[config.mk]
export PLATFORM = sky130hd
export DESIGN_NAME = prog_sequencer
export DESIGN_NICKNAME = d
export VERILOG_FILES = /design/src/rtl/prog_sequencer.sv
export SDC_FILE = /design/constraint.sdc
export NUM_CORES = 1
export LEC_CHECK = 0
export BUFFER_PORTS_ARGS = -buffer_cell sky130_fd_sc_hd__buf_2
export CAP_MARGIN = 5
export CORE_MARGIN = 2
export CORE_UTILIZATION = 55
export DETAILED_ROUTE_END_ITERATION = 12
export GPL_TIMING_DRIVEN = 0
export PLACE_DENSITY = 0.84
export SLEW_MARGIN = 20
export SYNTH_ARGS = -nofsm -noshare
export SYNTH_HDL_FRONTEND = slang
export SYNTH_SLANG_ARGS = --single-unit
export TNS_END_PERCENT = 5
[constraint.sdc]
create_clock -name clk -period 2.9 [get_ports clk]
set_clock_uncertainty 0.1 [all_clocks]
set_input_delay 0 -clock clk [delete_from_list [all_inputs] [get_ports clk]]
set_output_delay 0 -clock clk [all_outputs]
set_load 0.05 [all_outputs]
[src/rtl/prog_sequencer.sv]
// Program sequencer: PC generation, jump-target LUT, call/return stack and a
// four-phase req/done run handshake between the decoder and instruction ROM.
module prog_sequencer #(
  parameter int D          = 12,
  parameter int LUT_W      = 4,
  parameter int STACK_D    = 4,
  parameter int START_ADDR = 0
) (
  input  logic                             clk,
  input  logic                             reset,
  input  logic                             req,
  input  logic                             stall,
  input  logic                             halt,
  input  logic                             jump_en,
  input  logic [1:0]                       jump_mode,
  input  logic [D-1:0]                     branch_off,
  input  logic [LUT_W-1:0]                 lut_idx,
  input  logic                             lut_we,
  input  logic [LUT_W-1:0]                 lut_waddr,
  input  logic [D-1:0]                     lut_wdata,
  output logic [D-1:0]                     prog_ctr,
  output logic                             instr_valid,
  output logic                             done,
  output logic                             stack_err,
  output logic [$clog2(STACK_D+1)-1:0]     sp
);

  localparam int SP_W     = $clog2(STACK_D + 1);
  localparam int IDX_W    = (STACK_D > 1) ? $clog2(STACK_D) : 1;
  localparam int LUT_N    = 2 ** LUT_W;
  localparam int STK_N    = 2 ** IDX_W;

  localparam logic [1:0] MODE_REL  = 2'b00;
  localparam logic [1:0] MODE_ABS  = 2'b01;
  localparam logic [1:0] MODE_CALL = 2'b10;
  localparam logic [1:0] MODE_RET  = 2'b11;

  typedef enum logic [1:0] {
    IDLE = 2'd0,
    RUN  = 2'd1,
    DONE = 2'd2
  } state_t;

  state_t           state_reg;
  logic [D-1:0]     lut_mem [LUT_N];
  logic [D-1:0]     stack_mem [STK_N];
  logic [D-1:0]     lut_rd;
  logic [D-1:0]     pc_inc;
  logic [D-1:0]     stack_top;
  logic [IDX_W-1:0] sp_dec;
  logic             stack_full;
  logic             stack_empty;
  logic             advance;
  logic             push_en;

  assign lut_rd      = lut_mem[lut_idx];
  assign pc_inc      = prog_ctr + 1'b1;
  assign sp_dec      = IDX_W'(sp - 1'b1);
  assign stack_top   = stack_mem[sp_dec];
  assign stack_full  = (sp == SP_W'(STACK_D));
  assign stack_empty = (sp == '0);
  assign instr_valid = (state_reg == RUN) & ~stall;

  // A control transfer is only considered on an unstalled, non-halting RUN cycle.
  assign advance = (state_reg == RUN) & ~stall & ~halt;
  assign push_en = advance & jump_en & (jump_mode == MODE_CALL) & ~stack_full;

  // LUT entries are individually reset; the jump reads the pre-edge value.
  for (genvar gi = 0; gi < LUT_N; gi++) begin : g_lut
    always_ff @(posedge clk or negedge reset) begin
      if (!reset) begin
        lut_mem[gi] <= '0;
      end else if (lut_we && (lut_waddr == LUT_W'(gi))) begin
        lut_mem[gi] <= lut_wdata;
      end
    end
  end

  // Stack contents are never cleared; only sp tracks validity.
  always_ff @(posedge clk) begin
    if (push_en) begin
      stack_mem[sp[IDX_W-1:0]] <= pc_inc;
    end
  end

  always_ff @(posedge clk or negedge reset) begin
    if (!reset) begin
      state_reg <= IDLE;
      prog_ctr  <= '0;
      sp        <= '0;
      stack_err <= 1'b0;
      done      <= 1'b0;
    end else begin
      case (state_reg)
        IDLE: begin
          if (req) begin
            state_reg <= RUN;
            prog_ctr  <= D'(START_ADDR);
            sp        <= '0;
            stack_err <= 1'b0;
          end
        end
        RUN: begin
          if (!stall) begin
            if (halt) begin
              state_reg <= DONE;
              done      <= 1'b1;
            end else if (jump_en) begin
              case (jump_mode)
                MODE_REL: prog_ctr <= prog_ctr + branch_off;
                MODE_ABS: prog_ctr <= lut_rd;
                MODE_CALL: begin
                  if (stack_full) begin
                    stack_err <= 1'b1;
                    state_reg <= DONE;
                    done      <= 1'b1;
                  end else begin
                    prog_ctr <= lut_rd;
                    sp       <= sp + 1'b1;
                  end
                end
                default: begin
                  if (stack_empty) begin
                    stack_err <= 1'b1;
                    state_reg <= DONE;
                    done      <= 1'b1;
                  end else begin
                    prog_ctr <= stack_top;
                    sp       <= sp - 1'b1;
                  end
                end
              endcase
            end else begin
              prog_ctr <= pc_inc;
            end
          end
        end
        DONE: begin
          if (!req) begin
            state_reg <= IDLE;
            done      <= 1'b0;
          end
        end
        default: begin
          state_reg <= IDLE;
          done      <= 1'b0;
        end
      endcase
    end
  end

endmodule

==> results of run 1 <==
-- how the worst min path moves through the flow --
stage	startpoint	end	slack (ns)
2_1_floorplan	reset	done$_DFFE_PN0P_	-0.40
3_3_place_gp	lut_wdata[8]	lut_mem[68]$_DFFE_PN0P_	0.22
3_5_place_dp	reset	lut_mem[22]$_DFFE_PN0P_	-0.22
4_1_cts	branch_off[7]	prog_ctr[7]$_DFFE_PN0P_	0.03
5_1_grt	branch_off[8]	prog_ctr[8]$_DFFE_PN0P_	0.09
6_report	branch_off[8]	prog_ctr[8]$_DFFE_PN0P_	0.04
-- power by group --
part           total [mW]  switching [mW]  internal [mW]
logic                3.13            1.62           1.51
registers            5.00           0.493           4.50
clock network        3.46            1.43           2.02
total                11.6            3.55           8.03
-- metal layers --
| layer | routed length (µm) | vias to the layer above | global-route usage (%) |
|---|---|---|---|
| met3 | 1948 | 68 | 3.593 |
| met1 | 12500 | 4140 | 35.47 |
| met4 | 1080 | 0 | 9.218 |
| met5 | 0 | - | 0 |
| li1 | - | 3555 | - |
| met2 | 14530 | 322 | 41.51 |
-- cells by family after synthesis --
group | after synthesis | share of synthesized area [%]
AO/OA/AOI/OAI | 103 | 5.767
AND/OR/NAND/NOR | 130 | 5.102
XOR/XNOR | 18 | 1.251
adder cells (fa/ha/maj) | 23 | 2.342
buffers and inverters | 69 | 2.561
multiplexers | 273 | 29.66
flip-flops | 259 | 53.32
-- repair_timing --
item	CTS	global route
cloned	0	0
gates resized for setup	3	2
hold endpoints to repair	309	0
endpoints found under the setup margin	48	10
hold buffers	37	0
-- tightest hold or removal path, delay by kind of cell --
| kind | cells | cell delay [ns] |
|---|---|---|
| AOI/OAI and AO/OA | 2 | 0.19 |
| adders and majority gates | 1 | 0.18 |
| xor gates and xnor gates | 1 | 0.15 |
| buffers and inverters | 1 | 0.10 |
-- Yosys cell counts, types with 8 or more instances --
library cell,count,area [µm²]
nand2b_1,12,75.07
mux2_2,194,2185
dfrtp_1,211,5280
a21oi_1,15,75.07
o21ai_0,13,65.06
o21ai_1,12,60.06
buf_2,8,40.04
ha_1,22,275.3
a211oi_1,10,75.07
nor2_1,30,112.6
inv_1,11,41.29
clkbuf_1,39,146.4
xnor2_1,11,96.34
nand3_1,15,75.07
mux4_2,61,1374
mux2i_1,18,180.2
nand2_1,34,127.6
edfxtp_1,48,1441
-- through the flow --
stage / cells / instance area, µm² / TNS (ns) / setup slack, ns / power [mW]
after floorplan: 875 / 12610 / 0 / 0.1113 / 7.182
after global placement: 1214 / 13230 / -395.52 / -2.277 / 7.878
after detailed placement: 1216 / 13300 / -2.597 / -0.2604 / 8.038
after CTS: 1303 / 14580 / 0 / 0.06616 / 11.59
after global routing: 1303 / 14580 / -0.2614 / -0.1144 / 12.10
final: 1303 / 14580 / 0 / 0.04579 / 11.58
-- final cells by class --
| class | count | area [µm²] |
|---|---|---|
| Multi-Input combinational cell | 547 | 5565 |
| Fill cell | 1634 | 7988 |
| Tap cell | 285 | 356.6 |
| Clock buffer | 36 | 759.5 |
| Sequential cell | 259 | 6723 |
| Buffer | 58 | 289.0 |
| Inverter | 11 | 41.29 |
| Timing Repair Buffer | 93 | 715.7 |
| Clock inverter | 14 | 133.9 |
==> out/metrics.cfg, run 1 <==
[floorplanning]
rows=55
die_x_um=155.4
core_area_um2=22570
initial_core_util_pct=55.85
die_h_um=155.4
boundaryPins=59
die-area_um2=24150

[yosys]
yosysSeqAreaShare_pct=53.32
synth-seq-cells=259
avgSynthCellArea_um2=14.41
ys.warnings.count=0
synthFlopType=dfrtp_1
synthCells=875
syn_area_um2=12610
async_flop_share_pct=81.47
synth_nets=939
synthDistinctLibCells=62
synth_edf_count=48

[grt]
grt_pass1_vias=8416
antenna_found_initial=0
overflow=0
gr-usage-all-layers_pct=25.49
grt_first_pass_wirelength_mm=47.15
grt_max_degree=92

[critical_path]
cp_slowest_cell=dfrtp_2
crit_chain=buf_6, inv_1, ha_1, ha_1, nor2b_1, a22o_1, a31o_2, clkbuf_1, o21ai_0, o221ai_1
criticalPathCategory=reg -> reg
arrival_ns=3.13
cp_num_buf_inv=3
path_max_fanout=10
critPathLaunch=sp[0]$_DFFE_PN0P_
cp_common_cell=ha_1
end_kind=flip-flop
reg2reg_setup_slack_ns=0.05
r2r_end=prog_ctr[9]$_DFFE_PN0P_
ff2ff_path_depth=10
critical_path_cell_count=10
crit_family=compound AO/OA/AOI/OAI gates
max_stage_delay_ns=0.48
regToRegStartpoint=sp[0]$_DFFE_PN0P_
required_ns=3.18
worstSetupEndpoint=prog_ctr[9]$_DFFE_PN0P_
critPathLaunchType=flip-flop

[detailed_routing]
drt-total-wl_mm=30.06
vias_per_cell=6.205
drc_errors=0
vias=8085
drt_iter0_drc=569
wl_per_cell_um=23.07
first_pass_iters=7
ant_nets=0

[cts]
tritoncts=built
clk_latency_ns=0.54
clock_path_buffers=3
clock_sinks=259
root_buffer=clkbuf_16
htreeDepth=1
clk_pin_slew_ns=0.07
numCtsBuffers=27
post-cts-setup-buffers=0

[hold_path]
whs_path_depth=5
hp-class=in -> reg

[final_layout]
final_nets=1061
final_common_cell=dfrtp_1
final_cell_mix=210 x dfrtp_1, 194 x mux2_2, 61 x mux4_2, 61 x buf_2, 48 x edfxtp_1
diodes=0
areaGrowthSynthToFinish_pct=15.69
top_register=lut_mem
largest_reg_flops=192
layout-drive-gt1-share_pct=37.43
final_util_pct=64.61

[place]
portBuffers=54
routabilityCongestion=0.9261
dp_hpwl_mm=19.77

[timing]
slew_violations=0
rsz0062_at_grt=true
finalSetupViolCount=0
min_period_over_period_pct=98.42
worstMarginPinSlew_ns=1.040
max_freq_mhz=350.4
fin_crit_ns=2.854
slew_headroom_pct=30.64
holdWs_ns=0.04163
hold_viol=0

[job]
drv_cap=0

[run_status]
status=complete, no violations

[power_and_ir_drop]
powerDensity_nw_per_um2=794.0
vdd_drop_max_mv=0.5744
p_leak_nw=6.105

Power figures use the tool's default switching activity.
==> run 2: changes to the inputs <==
PLACE_DENSITY = not set   (was 0.84)
PLACE_DENSITY_LB_ADDON = 0.1   (was not set)
==> run 2 against run 1 <==
Flip-flop and latch count stayed put. Critical endpoint is now prog_ctr[10]$_DFFE_PN0P_. Hold slack worse by 0.0073 ns. Sequential power hardly changed. Count of clock-buffer cells in the layout is 7 higher.
==> out/metrics.cfg, run 2 (same netlist as run 1, synthesis figures left out) <==
[place]
routabilityCongestion=0.9022  ; was 0.9261
portBuffers=54  ; unchanged
dp_hpwl_mm=21.23  ; was 19.77 mm

[floorplanning]
core_area_um2=22570  ; unchanged
die_h_um=155.4  ; unchanged
boundaryPins=59  ; unchanged
die-area_um2=24150  ; unchanged
rows=55  ; unchanged
initial_core_util_pct=55.85  ; unchanged
die_x_um=155.4  ; unchanged

[timing]
fin_setup_tns_ns=0  ; unchanged
fin_crit_ns=2.779  ; was 2.854 ns
max_freq_mhz=359.9  ; was 350.4 MHz
slew_violations=0  ; unchanged
worstMarginPinSlew_ns=1.040  ; about the same
holdWs_ns=0.03432  ; was 0.04163 ns
hold_viol=0  ; unchanged
min_period_over_period_pct=95.82  ; was 98.42%
finalSetupViolCount=0  ; unchanged
slew_headroom_pct=30.69  ; was 30.64%

[detailed_routing]
wl_per_cell_um=24.00  ; was 23.07 µm
drc_errors=0  ; unchanged
ant_nets=0  ; unchanged
vias=8117  ; was 8085
first_pass_iters=5  ; was 7
vias_per_cell=6.225  ; was 6.205
drt-total-wl_mm=31.29  ; was 30.06 mm
drt_iter0_drc=513  ; was 569

[run_status]
status=complete, no violations  ; unchanged

[critical_path]
end_kind=flip-flop  ; unchanged
max_stage_delay_ns=0.47  ; was 0.48 ns
required_ns=3.20  ; was 3.18 ns
arrival_ns=3.08  ; was 3.13 ns
cp_num_buf_inv=0  ; was 3
crit_family=compound AO/OA/AOI/OAI gates  ; unchanged
crit_chain=ha_1, fa_1, a21o_1, a31o_1, a221oi_1, xnor2_1, a221oi_2, o21ai_1  ; was buf_6, inv_1, ha_1, ha_1, nor2b_1, a22o_1, a31o_2, clkbuf_1, o21ai_0, o221ai_1
critPathLaunchType=flip-flop  ; unchanged
path_max_fanout=7  ; was 10
cp_slowest_cell=dfrtp_1  ; was dfrtp_2
criticalPathCategory=reg -> reg  ; unchanged

[grt]
antenna_found_initial=0  ; unchanged
grt_pass1_vias=8619  ; was 8416
grt_first_pass_wirelength_mm=48.81  ; was 47.15 mm
overflow=0  ; unchanged
gr-usage-all-layers_pct=26.62  ; was 25.49%
grt_max_degree=98  ; was 92

[cts]
numCtsBuffers=27  ; unchanged
clk_latency_ns=0.52  ; was 0.54 ns
tritoncts=built  ; unchanged
root_buffer=clkbuf_16  ; unchanged
clk_pin_slew_ns=0.06  ; was 0.07 ns
clock_sinks=259  ; unchanged
clock_path_buffers=3  ; unchanged
htreeDepth=1  ; unchanged

[final_layout]
layout-drive-gt1-share_pct=37.29  ; was 37.43%
final_nets=1063  ; was 1061
areaGrowthSynthToFinish_pct=15.47  ; was 15.69%
final_common_cell=dfrtp_1  ; unchanged
nFillCells=1693  ; was 1634
largest_reg_flops=192  ; unchanged
top_register=lut_mem  ; unchanged
diodes=0  ; unchanged
final_util_pct=64.49  ; was 64.61%
final_cell_mix=210 x dfrtp_1, 194 x mux2_2, 61 x mux4_2, 61 x buf_2, 48 x edfxtp_1  ; unchanged

[hold_path]
hp-class=in -> reg  ; unchanged

[power_and_ir_drop]
p_int_mw=7.954  ; was 8.034 mW
vdd_drop_max_mv=0.5273  ; was 0.5744 mV
share_comb_of_total_power_pct=27.9  ; was 27.0%
netSwitchingFraction_pct=30.61  ; was 30.62%
p_sw_mw=3.508  ; was 3.546 mW
powerDensity_nw_per_um2=787.5  ; was 794.0 nW/µm²
p_leak_nw=6.106  ; was 6.105 nW
seqPwrFrac_pct=43.6  ; was 43.2%
power.share.clock_pct=28.5  ; was 29.8%

[job]
drv_cap=0  ; unchanged

-- run 2: final cells by class --
class / instances / area [µm²] / area share, %
well taps: 285 / 356.6 / 2.450
multi-input cells: 547 / 5565 / 38.23
plain buffers: 58 / 294.0 / 2.020
clock inverters: 6 / 30.03 / 0.2063
flip-flops and latches: 259 / 6723 / 46.18
repair buffers: 95 / 730.7 / 5.020
clock buffers: 43 / 815.8 / 5.604
inverters: 11 / 41.29 / 0.2837
-- run 2: stage by stage --
step,instances,worst slack (ns),instance area (µm²),power [mW]
2_1_floorplan,875,0.1113,12610,7.182
3_5_place_dp,1216,-0.4372,13300,8.121
4_1_cts,1302,0.01875,14540,11.48
5_1_grt,1304,-0.01677,14560,12.02
6_report,1304,0.1213,14560,11.46
3_3_place_gp,1214,-1.969,13230,7.933
-- run 2: repair_timing --
action,CTS,global route
hold buffers,37,0
setup endpoints to repair,60,57
resized for setup,5,2
buffers inserted,0,2
cloned,0,0
endpoints found under the hold margin,309,0
-- run 2: tightest hold or removal path, delay by kind of cell --
kind	cells	cell delay [ns]
adders and majority gates	1	0.18
xor gates and xnor gates	1	0.12
buffers and inverters	1	0.08
AOI/OAI and AO/OA	2	0.23
-- run 2: path summary, 6_finish.rpt --
| check | start | to | slack [ns] | cells after the start |
|---|---|---|---|---|
| max in group asynchronous | reset | sp[0]$_DFFE_PN0P_ | 1.74 | 4 |
| hold / removal | branch_off[7] | prog_ctr[7]$_DFFE_PN0P_ | 0.03 | 5 |
| min in group asynchronous | reset | lut_mem[22]$_DFFE_PN0P_ | 0.49 | 4 |
| setup / recovery | prog_ctr[0]$_DFFE_PN0P_ | prog_ctr[10]$_DFFE_PN0P_ | 0.12 | 8 |
| setup reg to reg | prog_ctr[0]$_DFFE_PN0P_ | prog_ctr[10]$_DFFE_PN0P_ | 0.12 | 8 |
| hold reg to reg | lut_mem[136]$_DFFE_PN0P_ | lut_mem[136]$_DFFE_PN0P_ | 0.40 | 1 |
-- run 2: power by group through the flow --
stage                     Combinational [mW]  Clock, mW  Sequential [mW]
final                                   3.20       3.27             4.99
after global routing                    3.46       3.49             5.07
after CTS                               3.17       3.32             4.99
after detailed placement                3.06          0             5.06
after global placement                  2.96          0             4.98
after floorplan                         2.02          0             5.17
-- run 2: per-layer routing --
metal / global-route usage, % / up-vias / part of all wire [%]
met4: 8.388 / 0 / 2.9
met2: 45.53 / 285 / 50
met1: 35.45 / 4217 / 41
li1: - / 3546 / -
met3: 4.011 / 69 / 5.7
met5: 0 / - / 0
==> run 3: changes to the inputs <==
PLACE_DENSITY = 0.73   (was not set)
PLACE_DENSITY_LB_ADDON = not set   (was 0.1)
RECOVER_POWER = 100   (was not set)
==> run 3 against run 2 <==
The run now ends with max-capacitance violations, max-slew violations left. Critical path depth increased by 2. Sequential share of layout area decreased by 0.50 points. Combinational power shrank 4%. Cell area is 1.1% higher. Via count is 0.62% lower. Register-to-register slack better by 0.02 ns. Flip-flop and latch count stayed put. Non-clock buffer count down 3. Sequential power about the same. Cell count stayed put. Critical endpoint is now prog_ctr[4]$_DFFE_PN0P_. Largest cell class unchanged.
==> out/metrics.cfg, run 3 (same netlist as run 1, synthesis figures left out) <==
[timing]
setup_slack_ns=0.1420  ; was 0.1213 ns
fin_crit_ns=2.758  ; was 2.779 ns
slew_headroom_pct=-13.36  ; was 30.69%
max_freq_mhz=362.6  ; was 359.9 MHz
holdWs_ns=0.03801  ; was 0.03432 ns
hold_viol=0  ; unchanged
finalSetupViolCount=0  ; unchanged
rsz0062_at_grt=false
slew_violations=39  ; was 0
worstMarginPinSlew_ns=1.700  ; was 1.040 ns
min_period_over_period_pct=95.10  ; was 95.82%

[power_and_ir_drop]
p_int_mw=8.655  ; was 7.954 mW
share_comb_of_total_power_pct=25.1  ; was 27.9%
powerDensity_nw_per_um2=831.1  ; was 787.5 nW/µm²
p_leak_nw=6.099  ; was 6.106 nW
vdd_drop_max_mv=0.5448  ; was 0.5273 mV
p_sw_mw=3.575  ; was 3.508 mW
seqPwrFrac_pct=40.9  ; was 43.6%
netSwitchingFraction_pct=29.23  ; was 30.61%
power.share.clock_pct=34.1  ; was 28.5%

[grt]
gr-usage-all-layers_pct=25.56  ; was 26.62%
met2_usage_pct=41.89  ; was 45.53%
antenna_found_initial=0  ; unchanged
grt_first_pass_wirelength_mm=47.33  ; was 48.81 mm
grt_max_degree=91  ; was 98
met3_usage_pct=4.429  ; was 4.011%
overflow=0  ; unchanged
grt_pass1_vias=8258  ; was 8619
busiest_layer=met2  ; unchanged
use_met1_pct=35.60  ; was 35.45%

[floorplanning]
rows=55  ; unchanged
die_h_um=155.4  ; unchanged
initial_core_util_pct=55.85  ; unchanged
die_x_um=155.4  ; unchanged
boundaryPins=59  ; unchanged
die-area_um2=24150  ; unchanged
core_area_um2=22570  ; unchanged

[detailed_routing]
vias_per_cell=6.186  ; was 6.225
ant_nets=0  ; unchanged
vias=8067  ; was 8117
drt-total-wl_mm=29.96  ; was 31.29 mm
first_pass_iters=6  ; was 5
drt_iter0_drc=460  ; was 513
wl_per_cell_um=22.97  ; was 24.00 µm
drc_errors=0  ; unchanged

[critical_path]
cp_num_buf_inv=3  ; was 0
path_max_fanout=10  ; was 7
end_kind=flip-flop  ; unchanged
required_ns=3.24  ; was 3.20 ns
cp_slowest_cell=dfrtp_2  ; was dfrtp_1
critPathLaunchType=flip-flop  ; unchanged
crit_chain=buf_6, inv_1, ha_1, ha_1, nor2b_1, a22o_1, a21oi_2, clkbuf_2, o221ai_1, o21ai_0  ; was ha_1, fa_1, a21o_1, a31o_1, a221oi_1, xnor2_1, a221oi_2, o21ai_1
criticalPathCategory=reg -> reg  ; unchanged
max_stage_delay_ns=0.48  ; was 0.47 ns
cp_common_cell=ha_1
arrival_ns=3.10  ; was 3.08 ns
crit_family=compound AO/OA/AOI/OAI gates  ; unchanged

[place]
post-place-ws_ns=-0.2500  ; was -0.4372 ns
routabilityCongestion=0.8472  ; was 0.9022
dp_hpwl_mm=19.88  ; was 21.23 mm
portBuffers=54  ; unchanged

[final_layout]
top_register=lut_mem  ; unchanged
final_cell_mix=210 x dfrtp_1, 194 x mux2_2, 63 x clkbuf_1  ; was 210 x dfrtp_1, 194 x mux2_2, 61 x mux4_2, 61 x buf_2, 48 x edfxtp_1
nFillCells=1672  ; was 1693
areaGrowthSynthToFinish_pct=16.73  ; was 15.47%
largest_reg_flops=192  ; unchanged
diodes=0  ; unchanged
layout-drive-gt1-share_pct=35.53  ; was 37.29%
final_common_cell=dfrtp_1  ; unchanged
final_nets=1061  ; was 1063

[cts]
clock_path_buffers=3  ; unchanged
clk_latency_ns=0.54  ; was 0.52 ns
root_buffer=clkbuf_16  ; unchanged
numCtsBuffers=28  ; was 27
clk_pin_slew_ns=0.06  ; about the same
htreeDepth=1  ; unchanged
clock_sinks=259  ; unchanged
tritoncts=built  ; unchanged

[job]
drv_cap=1  ; was 0

[run_status]
violations=max-capacitance violations, max-slew violations
status=finished with violations  ; was complete, no violations

[hold_path]
hp-class=in -> reg  ; unchanged

## run 3: cell types whose count changed in the layout (fill, tap and decap cells not counted), moves of 2 or more
| cell | before | now |
|---|---|---|
| buf_4 | 3 | 1 |
| o21ai_1 | 13 | 7 |
| bufinv_16 | 0 | 8 |
| clkinvlp_4 | 0 | 2 |
| clkinv_2 | 6 | 2 |
| clkbuf_1 | 46 | 63 |
| clkbuf_16 | 27 | 29 |
| buf_2 | 61 | 37 |
| o21ai_0 | 12 | 18 |
| buf_6 | 3 | 5 |
| clkbuf_8 | 8 | 6 |
| buf_16 | 2 | 0 |
## run 3: layer usage
layer	part of all wire [%]	up-vias
li1	-	3560
met1	43	4197
met2	48	253
met3	5.7	57
met4	2.7	0
met5	0	-
## run 3: layout make-up
cell class	count	area [µm²]	share of cell area, %
Sequential cell	259	6723	45.68
Multi-Input combinational cell	547	5565	37.82
Clock buffer	37	815.8	5.544
Timing Repair Buffer	93	643.1	4.370
Tap cell	285	356.6	2.423
Clock inverter	15	286.5	1.947
Buffer	57	284.0	1.930
Inverter	11	41.29	0.2806
## run 3: repair_timing
action	in CTS	in global routing
setup buffers	0	0
gates resized for setup	2	3
hold endpoints to repair	218	0
hold buffers	37	0
setup endpoints to repair	60	10
## run 3: through the flow
step	instance area, µm²	power, mW	setup TNS, ns	util, %	std cells
3_5_place_dp	13300	8.038	-2.806	58.92	1216
4_1_cts	14790	12.29	0	65.50	1305
2_1_floorplan	12610	7.182	0	-	875
6_report	14720	12.23	0	65.19	1304
3_3_place_gp	13230	7.916	-404.88	58.63	1214
5_1_grt	14720	12.78	0	65.19	1304
## run 3: power by group through the flow
stage	combinational (mW)	clock, mW	sequential [mW]
5_1_grt	3.31	4.38	5.09
3_3_place_gp	2.91	0	5.00
2_1_floorplan	2.02	0	5.17
3_5_place_dp	3.00	0	5.04
6_report	3.06	4.16	5.00
4_1_cts	3.08	4.22	4.98
## run 3: path summary, 6_finish.rpt
check,from,endpoint,slack (ns),cells past startpoint
max in group asynchronous,reset,sp[0]$_DFFE_PN0P_,0.40,5
min in group asynchronous,reset,lut_mem[70]$_DFFE_PN0P_,0.80,4
worst min register to register,lut_mem[183]$_DFFE_PN0P_,lut_mem[183]$_DFFE_PN0P_,0.40,1
worst max-delay path,sp[0]$_DFFE_PN0P_,prog_ctr[4]$_DFFE_PN0P_,0.14,10
worst max register to register,sp[0]$_DFFE_PN0P_,prog_ctr[4]$_DFFE_PN0P_,0.14,10
worst min-delay path,jump_mode[1],prog_ctr[10]$_DFFE_PN0P_,0.04,5
## run 3: tightest hold or removal path, cell delays in order
cell and delay (ns):
buf_2 0.10, ha_1 0.15, nand2b_1 0.19, a221oi_2 0.06, o21ai_1 0.11
